<file path="src/rtl/pipe_intr_irq_ctrl.sv">
// Interrupt request controller: synchronizes NSRC sources, keeps per-source
// pending/mask/edge-mode registers, raises intr for the lowest-index
// pending+unmasked source and tracks the inta/eoi handshake.
//
// state      | meaning
// -----------+-------------------------------------------------------------
// ST_IDLE    | no request outstanding; waiting for a pending, unmasked source
// ST_REQ     | intr held high with irq_id frozen until inta arrives
// ST_SERVICE | granted; in_service high until eoi
module pipe_intr_irq_ctrl #(
  parameter int NSRC = 8,
  parameter int IDW  = 3
) (
  input  logic            i_clk,
  input  logic            i_rst,
  input  logic [NSRC-1:0] i_irq_in,
  output logic            o_intr,
  input  logic            i_inta,
  input  logic            i_eoi,
  output logic [IDW-1:0]  o_irq_id,
  output logic            o_in_service,
  input  logic            i_cfg_we,
  input  logic [1:0]      i_cfg_addr,
  input  logic [31:0]     i_cfg_wdata,
  output logic [31:0]     o_cfg_rdata
);

  typedef enum logic [1:0] {
    ST_IDLE    = 2'd0,
    ST_REQ     = 2'd1,
    ST_SERVICE = 2'd2
  } state_t;

  state_t          r_state;
  logic            r_intr;
  logic            r_in_service;
  logic [IDW-1:0]  r_irq_id;
  logic [31:0]     r_cfg_rdata;
  logic [NSRC-1:0] r_s1, r_s2, r_s3;
  logic [NSRC-1:0] r_mask, r_edge, r_pend;

  logic [NSRC-1:0] w_wdata_src;
  logic [NSRC-1:0] w_req;
  logic [NSRC-1:0] w_rise;
  logic [NSRC-1:0] w_w1c;
  logic [NSRC-1:0] w_clr;
  logic [NSRC-1:0] w_pend_next;
  logic [IDW-1:0]  w_sel_id;
  logic            w_grant;
  logic [31:0]     w_status;
  logic [31:0]     w_rd_mux;

  assign w_wdata_src = i_cfg_wdata[NSRC-1:0];

  // Upper write-data bits have no register behind them.
  generate
    if (NSRC < 32) begin : g_unused_wdata
      logic w_unused_wdata;
      assign w_unused_wdata = &{1'b0, i_cfg_wdata[31:NSRC]};
    end
  endgenerate

  assign w_req   = r_pend & r_mask;
  assign w_rise  = r_s2 & ~r_s3;
  assign w_grant = (r_state == ST_REQ) && i_inta;
  assign w_w1c   = (i_cfg_we && (i_cfg_addr == 2'd2)) ? w_wdata_src : '0;

  // Lowest-index pending, unmasked source wins.
  always_comb begin
    w_sel_id = '0;
    for (int i = NSRC - 1; i >= 0; i--) begin
      if (w_req[i]) w_sel_id = IDW'(i);
    end
  end

  // Edge-mode clear sources: the grant of this id, or a software write-one-to-clear.
  always_comb begin
    w_clr = '0;
    for (int i = 0; i < NSRC; i++) begin
      w_clr[i] = (w_grant && (r_irq_id == IDW'(i))) || w_w1c[i];
    end
  end

  // A new edge beats a simultaneous clear; level-mode bits just mirror the synchronized input.
  assign w_pend_next = (r_edge & (w_rise | (r_pend & ~w_clr))) | (~r_edge & r_s2);

  // Synchronizer, edge history, config registers and pending bits.
  always_ff @(posedge i_clk) begin
    if (i_rst) begin
      r_s1   <= '0;
      r_s2   <= '0;
      r_s3   <= '0;
      r_mask <= '0;
      r_edge <= '0;
      r_pend <= '0;
    end else begin
      r_s1   <= i_irq_in;
      r_s2   <= r_s1;
      r_s3   <= r_s2;
      r_pend <= w_pend_next;
      if (i_cfg_we && (i_cfg_addr == 2'd0)) r_mask <= w_wdata_src;
      if (i_cfg_we && (i_cfg_addr == 2'd1)) r_edge <= w_wdata_src;
    end
  end

  // Request/acknowledge/service sequencing with registered outputs.
  always_ff @(posedge i_clk) begin
    if (i_rst) begin
      r_state      <= ST_IDLE;
      r_intr       <= 1'b0;
      r_irq_id     <= '0;
      r_in_service <= 1'b0;
    end else begin
      case (r_state)
        ST_IDLE: begin
          if (|w_req) begin
            r_state  <= ST_REQ;
            r_intr   <= 1'b1;
            r_irq_id <= w_sel_id;
          end
        end
        ST_REQ: begin
          if (i_inta) begin
            r_state      <= ST_SERVICE;
            r_intr       <= 1'b0;
            r_in_service <= 1'b1;
          end
        end
        ST_SERVICE: begin
          if (i_eoi) begin
            r_state      <= ST_IDLE;
            r_in_service <= 1'b0;
          end
        end
        default: begin
          r_state      <= ST_IDLE;
          r_intr       <= 1'b0;
          r_in_service <= 1'b0;
        end
      endcase
    end
  end

  // Status word and read mux.
  always_comb begin
    w_status                = '0;
    w_status[9:8]           = r_state;
    w_status[7]             = r_in_service;
    w_status[IDW-1:0]       = r_irq_id;
    w_rd_mux                = '0;
    case (i_cfg_addr)
      2'd0:    w_rd_mux[NSRC-1:0] = r_mask;
      2'd1:    w_rd_mux[NSRC-1:0] = r_edge;
      2'd2:    w_rd_mux[NSRC-1:0] = r_pend;
      default: w_rd_mux           = w_status;
    endcase
  end

  // Read data is registered every cycle for the currently addressed register.
  always_ff @(posedge i_clk) begin
    if (i_rst) r_cfg_rdata <= '0;
    else       r_cfg_rdata <= w_rd_mux;
  end

  assign o_intr       = r_intr;
  assign o_irq_id     = r_irq_id;
  assign o_in_service = r_in_service;
  assign o_cfg_rdata  = r_cfg_rdata;

endmodule

</file>
<file path="config.mk">
export PLATFORM = sky130hd
export DESIGN_NAME = pipe_intr_irq_ctrl
export DESIGN_NICKNAME = d
export VERILOG_FILES = /design/src/rtl/pipe_intr_irq_ctrl.sv
export SDC_FILE = /design/constraint.sdc
export NUM_CORES = 1
export LEC_CHECK = 0
export BUFFER_PORTS_ARGS = -buffer_cell sky130_fd_sc_hd__buf_2
export CAP_MARGIN = 20
export CORE_MARGIN = 2
export CORE_UTILIZATION = 50
export CTS_CLUSTER_DIAMETER = 50
export DETAILED_ROUTE_END_ITERATION = 8
export GPL_ROUTABILITY_DRIVEN = 0
export GPL_TIMING_DRIVEN = 1
export PLACE_DENSITY = 0.86
export SETUP_SLACK_MARGIN = 0.4
export SLEW_MARGIN = 20
export SYNTH_ARGS = -nofsm -noshare
export SYNTH_HDL_FRONTEND = slang
export SYNTH_SLANG_ARGS = --single-unit
</file>
<file path="constraint.sdc">
create_clock -name i_clk -period 1.5 [get_ports i_clk]
set_input_delay 0.225 -clock i_clk [delete_from_list [all_inputs] [get_ports i_clk]]
set_output_delay 0.225 -clock i_clk [all_outputs]
set_load 0.01 [all_outputs]
</file>
==> flow_summary.yaml, run 1 <==
clock_network:
  cts_buffers: 9
  cts-htree-levels: 3
  hold_buffers: 0
  clock_latency_ns: 0.35
  clkTransAtPathRegs_ns: 0.07
  clock-root-buffer: "clkbuf_8"
  clkSinkCount: 65
  tritoncts: "built"
  clock_path_buffers: 2
logic_synthesis:
  yosys_warnings: 0
  synth_edf_count: 0
  yosysSeqAreaShare: 0.4883
  async_reset_ff_frac: 0
  synth_flop_cell: "dfxtp_1"
  netlist_instances: 267
  synth_seq_cells: 65
  yosys-top-cells-area: "dfxtp_1 (49%), mux2i_1 (7.5%), buf_4 (6.8%), nor2b_1 (6.6%), nor2_1 (3.9%)"
  ys_types: 35
  synth_area_leader_cell: "dfxtp_1"
  synthesis.area_um2: 2665
  yosys.area.top_type_share: 0.4883
  avgSynthCellArea_um2: 9.981
sta:
  finalCriticalPeriod_ns: 1.279
  rsz0062_at_grt: "true"
  hold_violations: 0
  slew_viol_final: 0
  post-route-period-util: 0.8523
  tns_ns: 0
  fin_skew_ns: 0.01349
  setup_viol: 0
  max_freq_ghz: 0.7822
job:
  maxCapViolCount: 0
route:
  num_vias: 2090
  wire_per_inst_um: 14.64
  wirelength_mm: 5.913
  first_pass_iters: 4
  drc_errors: 0
  ant_nets: 0
  via_per_inst: 5.173
  drt_iter0_drc: 119
placement:
  portBuffers: 37
  placedCellCount: 374
  hpwl_mm: 3.833
die:
  die_h_um: 77.01
  rows: 26
  start_util: 0.5185
  core_area_um2: 5140
  io_pins: 84
  die_x_um: 77.01
  die-area_um2: 5930
worst_hold_path:
  worstHoldPathType: "in -> reg"
finish:
  diodes: 0
  layout_commonest_cell: "dfxtp_1"
  drive_gt1_frac: 0.3713
  final-seq-area_um2: 1343
  final_cells: 404
  layout_common_cells: "dfxtp_1 (44), buf_2 (34), nor2b_1 (27), nor2_1 (26), nand2_1 (26)"
  fin_nets: 376
  multiInputGateArea_um2: 1286
  area_delta_synth_final_pct: 26.06
  fillers: 418
global_routing:
  grt.overflow.total: 0
  antenna_found_initial: 0
  grt_pass1_wl_mm: 9.584
  grt.total_usage: 0.2111
  grt_max_degree: 20
  grt_pass1_vias: 2052
outcome:
  status: "finished clean"
worst_setup_path:
  path_class: "reg -> reg"
  cp-start-kind: "flip-flop"
  critPathMaxFanout: 4
  endpoint_kind: "flip-flop"
  crit_arrival_ns: 1.55
  required_ns: 1.77
pwr:
  ir_worst_vdd_v: 0.0006697
  leakage_nw: 1.468
  p_per_area_nw_per_um2: 1055
-- through the flow --
stage	utilization	instance area (µm²)	hold slack (ns)	setup WS [ns]	power (mW)
2_1_floorplan	-	2785	0.3340	0.3878	2.053
3_3_place_gp	0.5733	2947	0.4175	0.1894	2.106
3_5_place_dp	0.5733	2947	0.4204	0.1624	2.117
4_1_cts	0.6458	3319	0.07656	0.3105	3.542
5_1_grt	0.6536	3359	0.08690	0.1763	3.689
6_report	0.6536	3359	0.08448	0.2215	3.544
-- registers in the layout (all words and copies together), names as in the netlist --
signal and flops:
o_cfg_rdata 10, o_in_service 1, o_intr 1, o_irq_id 3, r_edge 8, r_mask 8
r_pend 8, r_s1 8, r_s2 8, r_s3 8, r_state 2
-- area by class of cell --
type	instances	area share
clock buffers	13	0.04432
multi-input cells	185	0.3829
clock inverters	3	0.01192
inverters	3	0.003352
well taps	70	0.02607
repair buffers	65	0.1318
flip-flops and latches	65	0.3996
-- metal layers --
metal / GRT usage / vias up / wire length [µm]
met3: 0.07059 / 18 / 341
met5: 0 / - / 0
met4: 0.1321 / 0 / 153
met1: 0.2494 / 990 / 2494
met2: 0.3298 / 79 / 2923
li1: - / 1003 / -
-- Yosys cell counts, types with 5 or more instances --
cell type  count
dfxtp_1       65
mux2i_1       20
a21oi_1        8
buf_2          5
a2111oi_2      5
clkbuf_1       5
nand2_1       26
buf_4         24
nor2b_1       28
nor2_1        28
a21o_1         5
-- critical path, cell delays in order (launching register included) --
cell	delay (ns)
dfxtp_4	0.35
a22oi_2	0.21
nand4_1	0.24
a211o_1	0.32
o21ai_1	0.07
-- worst paths after layout --
check              startpoint          end  slack (ns)  depth (start not counted)
setup / recovery    r_mask[5]  o_irq_id[0]        0.22                          4
hold / removal    i_irq_in[7]      r_s1[7]        0.08                          2
setup reg to reg    r_mask[5]  o_irq_id[0]        0.22                          4
hold reg to reg       r_s1[7]      r_s2[7]        0.43                          1
-- power by group --
part	switching (mW)	leakage, nW	internal [mW]
combinational	0.154	0.829	0.128
clock	0.639	0.0974	0.809
sequential	0.0388	0.542	1.78
-- logic make-up (layout without fill, tap and decap cells) --
family          count (synthesis)  count (layout)  synth area share
simple gates                   99              99            0.1873
flops                          65              65            0.4883
compound gates                 40              40            0.1202
buf+inv                        38              84           0.09249
mux                            24              24            0.1103
other cells                     1              22          0.001407
-- timing repair --
action	4_1_cts	5_1_grt
pin swaps	7	5
buffers inserted	11	3
resized for setup	36	5
gates cloned	0	0
endpoints found under the setup margin	17	20
Note: power is estimated with default switching activity, not from simulation.
==> run 2: changes to the inputs <==
--- a/config.mk
+++ b/config.mk
@@ -12,7 +12,7 @@
 export CTS_CLUSTER_DIAMETER = 50
 export DETAILED_ROUTE_END_ITERATION = 8
 export GPL_ROUTABILITY_DRIVEN = 0
-export GPL_TIMING_DRIVEN = 1
+export GPL_TIMING_DRIVEN = 0
 export PLACE_DENSITY = 0.86
 export SETUP_SLACK_MARGIN = 0.4
 export SLEW_MARGIN = 20
==> constraint.sdc (replaced) <==
create_clock -name i_clk -period 1.5 [get_ports i_clk]
set_input_delay 0.075 -clock i_clk [delete_from_list [all_inputs] [get_ports i_clk]]
set_output_delay 0.075 -clock i_clk [all_outputs]
set_load 0.01 [all_outputs]
==> flow_summary.yaml, run 2 (synthesis gave the netlist of run 1 again) <==
global_routing:
  grt.overflow.total: 0
  grt.total_usage: 0.2145
  grt_pass1_vias: 2043
  antenna_found_initial: 0
  grt_max_degree: 11
  grt_pass1_wl_mm: 9.715
sta:
  rsz0062_at_grt: "true"
  tightest_slew_ns: 0.8182
  max_freq_ghz: 0.7376
  post-route-period-util: 0.9038
  setup_viol: 0
  finalCriticalPeriod_ns: 1.356
  slew_viol_final: 0
  whs_ns: 0.01006
  hold_violations: 0
  fin_skew_ns: 0.009232
  tns_ns: 0
  slew_headroom: 0.4545
route:
  wl_met1_mm: 2.539
  wl_met2_mm: 3.273
  wire_per_inst_um: 14.86
  wirelength_mm: 6.493
  ant_nets: 0
  routed-wl-met3_um: 505
  drt_iter0_drc: 227
  routed.top_layer: "met4"
  drc_errors: 0
  via_per_inst: 5.114
  num_vias: 2235
  first_pass_iters: 5
clock_network:
  clkSinkCount: 65
  cts_buffers: 9
  cts-htree-levels: 3
  clock-root-buffer: "clkbuf_8"
  clock_latency_ns: 0.35
  tritoncts: "built"
  clock_path_buffers: 2
  clkTransAtPathRegs_ns: 0.07
worst_setup_path:
  path_class: "reg -> reg"
  crit_arrival_ns: 1.59
  endpoint_kind: "flip-flop"
  critPathMaxFanout: 6
  required_ns: 1.74
  cp-start-kind: "flip-flop"
  regToRegSetupSlack_ns: 0.14
placement:
  hpwl_mm: 3.778
  portBuffers: 36
finish:
  diodes: 0
  utilization: 0.7055
  fin_nets: 410
  layout_common_cells: "dfxtp_1 (51), buf_2 (40), buf_4 (38), nor2b_1 (27)"
  drive_gt1_frac: 0.3733
  largest_reg_flops: 10
  layout_commonest_cell: "dfxtp_1"
  area_delta_synth_final_pct: 36.06
pwr:
  p_per_area_nw_per_um2: 1008
  totalPowerFinal_mw: 3.655
  ir_worst_vdd_v: 0.0006157
  leakage_nw: 1.620
die:
  die_x_um: 77.01
  core_area_um2: 5140
  io_pins: 84
  die_h_um: 77.01
  rows: 26
  die-area_um2: 5930
  start_util: 0.5185
outcome:
  status: "finished clean"
worst_hold_path:
  worstHoldPathType: "in -> reg"
job:
  maxCapViolCount: 0
## run 2: final timing paths
| check | cells past startpoint | from | to |
|---|---|---|---|
| min | 3 | i_cfg_wdata[5] | r_mask[5] |
| max | 4 | r_state[1] | r_pend[1] |
| min reg2reg | 1 | r_s1[4] | r_s2[4] |
| max reg2reg | 4 | r_state[1] | r_pend[1] |
## run 2: layer usage
layer | track usage | up-vias
met5 | 0 | -
met4 | 0.1143 | 0
met2 | 0.3579 | 109
li1 | - | 1068
met1 | 0.2507 | 1039
met3 | 0.05882 | 19
## run 2: stage by stage
step,worst slack (ns),cells,cell area [µm²]
after detailed placement,0.2227,394,3048
after global routing,0.1214,437,3626
after global placement,0.2485,394,3048
after CTS,0.2816,429,3508
final,0.1443,437,3626
after floorplan,0.3749,288,2780
## run 2: cell type report
type / instances / area, µm²
fillers: 394 / 1514
inverters: 3 / 11.26
flip-flops and latches: 65 / 1326
multi-input cells: 185 / 1336
clock buffers: 12 / 155.1
clock inverters: 3 / 40.04
plain buffers: 35 / 241.5
well taps: 70 / 87.58
repair buffers: 64 / 427.9
## run 2: report_power, final
part,internal (mW),switching (mW)
Sequential,1.78,0.0368
Clock,0.844,0.649
Combinational,0.173,0.174
## run 2: critical path: stages, from the launching register on
cell	delay [ns]
dfxtp_4	0.36
nand3b_1	0.31
nor2_4	0.23
nand3_1	0.11
a22o_1	0.23
## run 2: timing repair
item | in CTS | in global routing
setup endpoints to repair | 15 | 17
buffers inserted | 8 | 8
gates resized for setup | 26 | 10
pin swaps | 6 | 4
hold buffers | 12 | 0
endpoints found under the hold margin | 15 | 0
cloned | 0 | 0
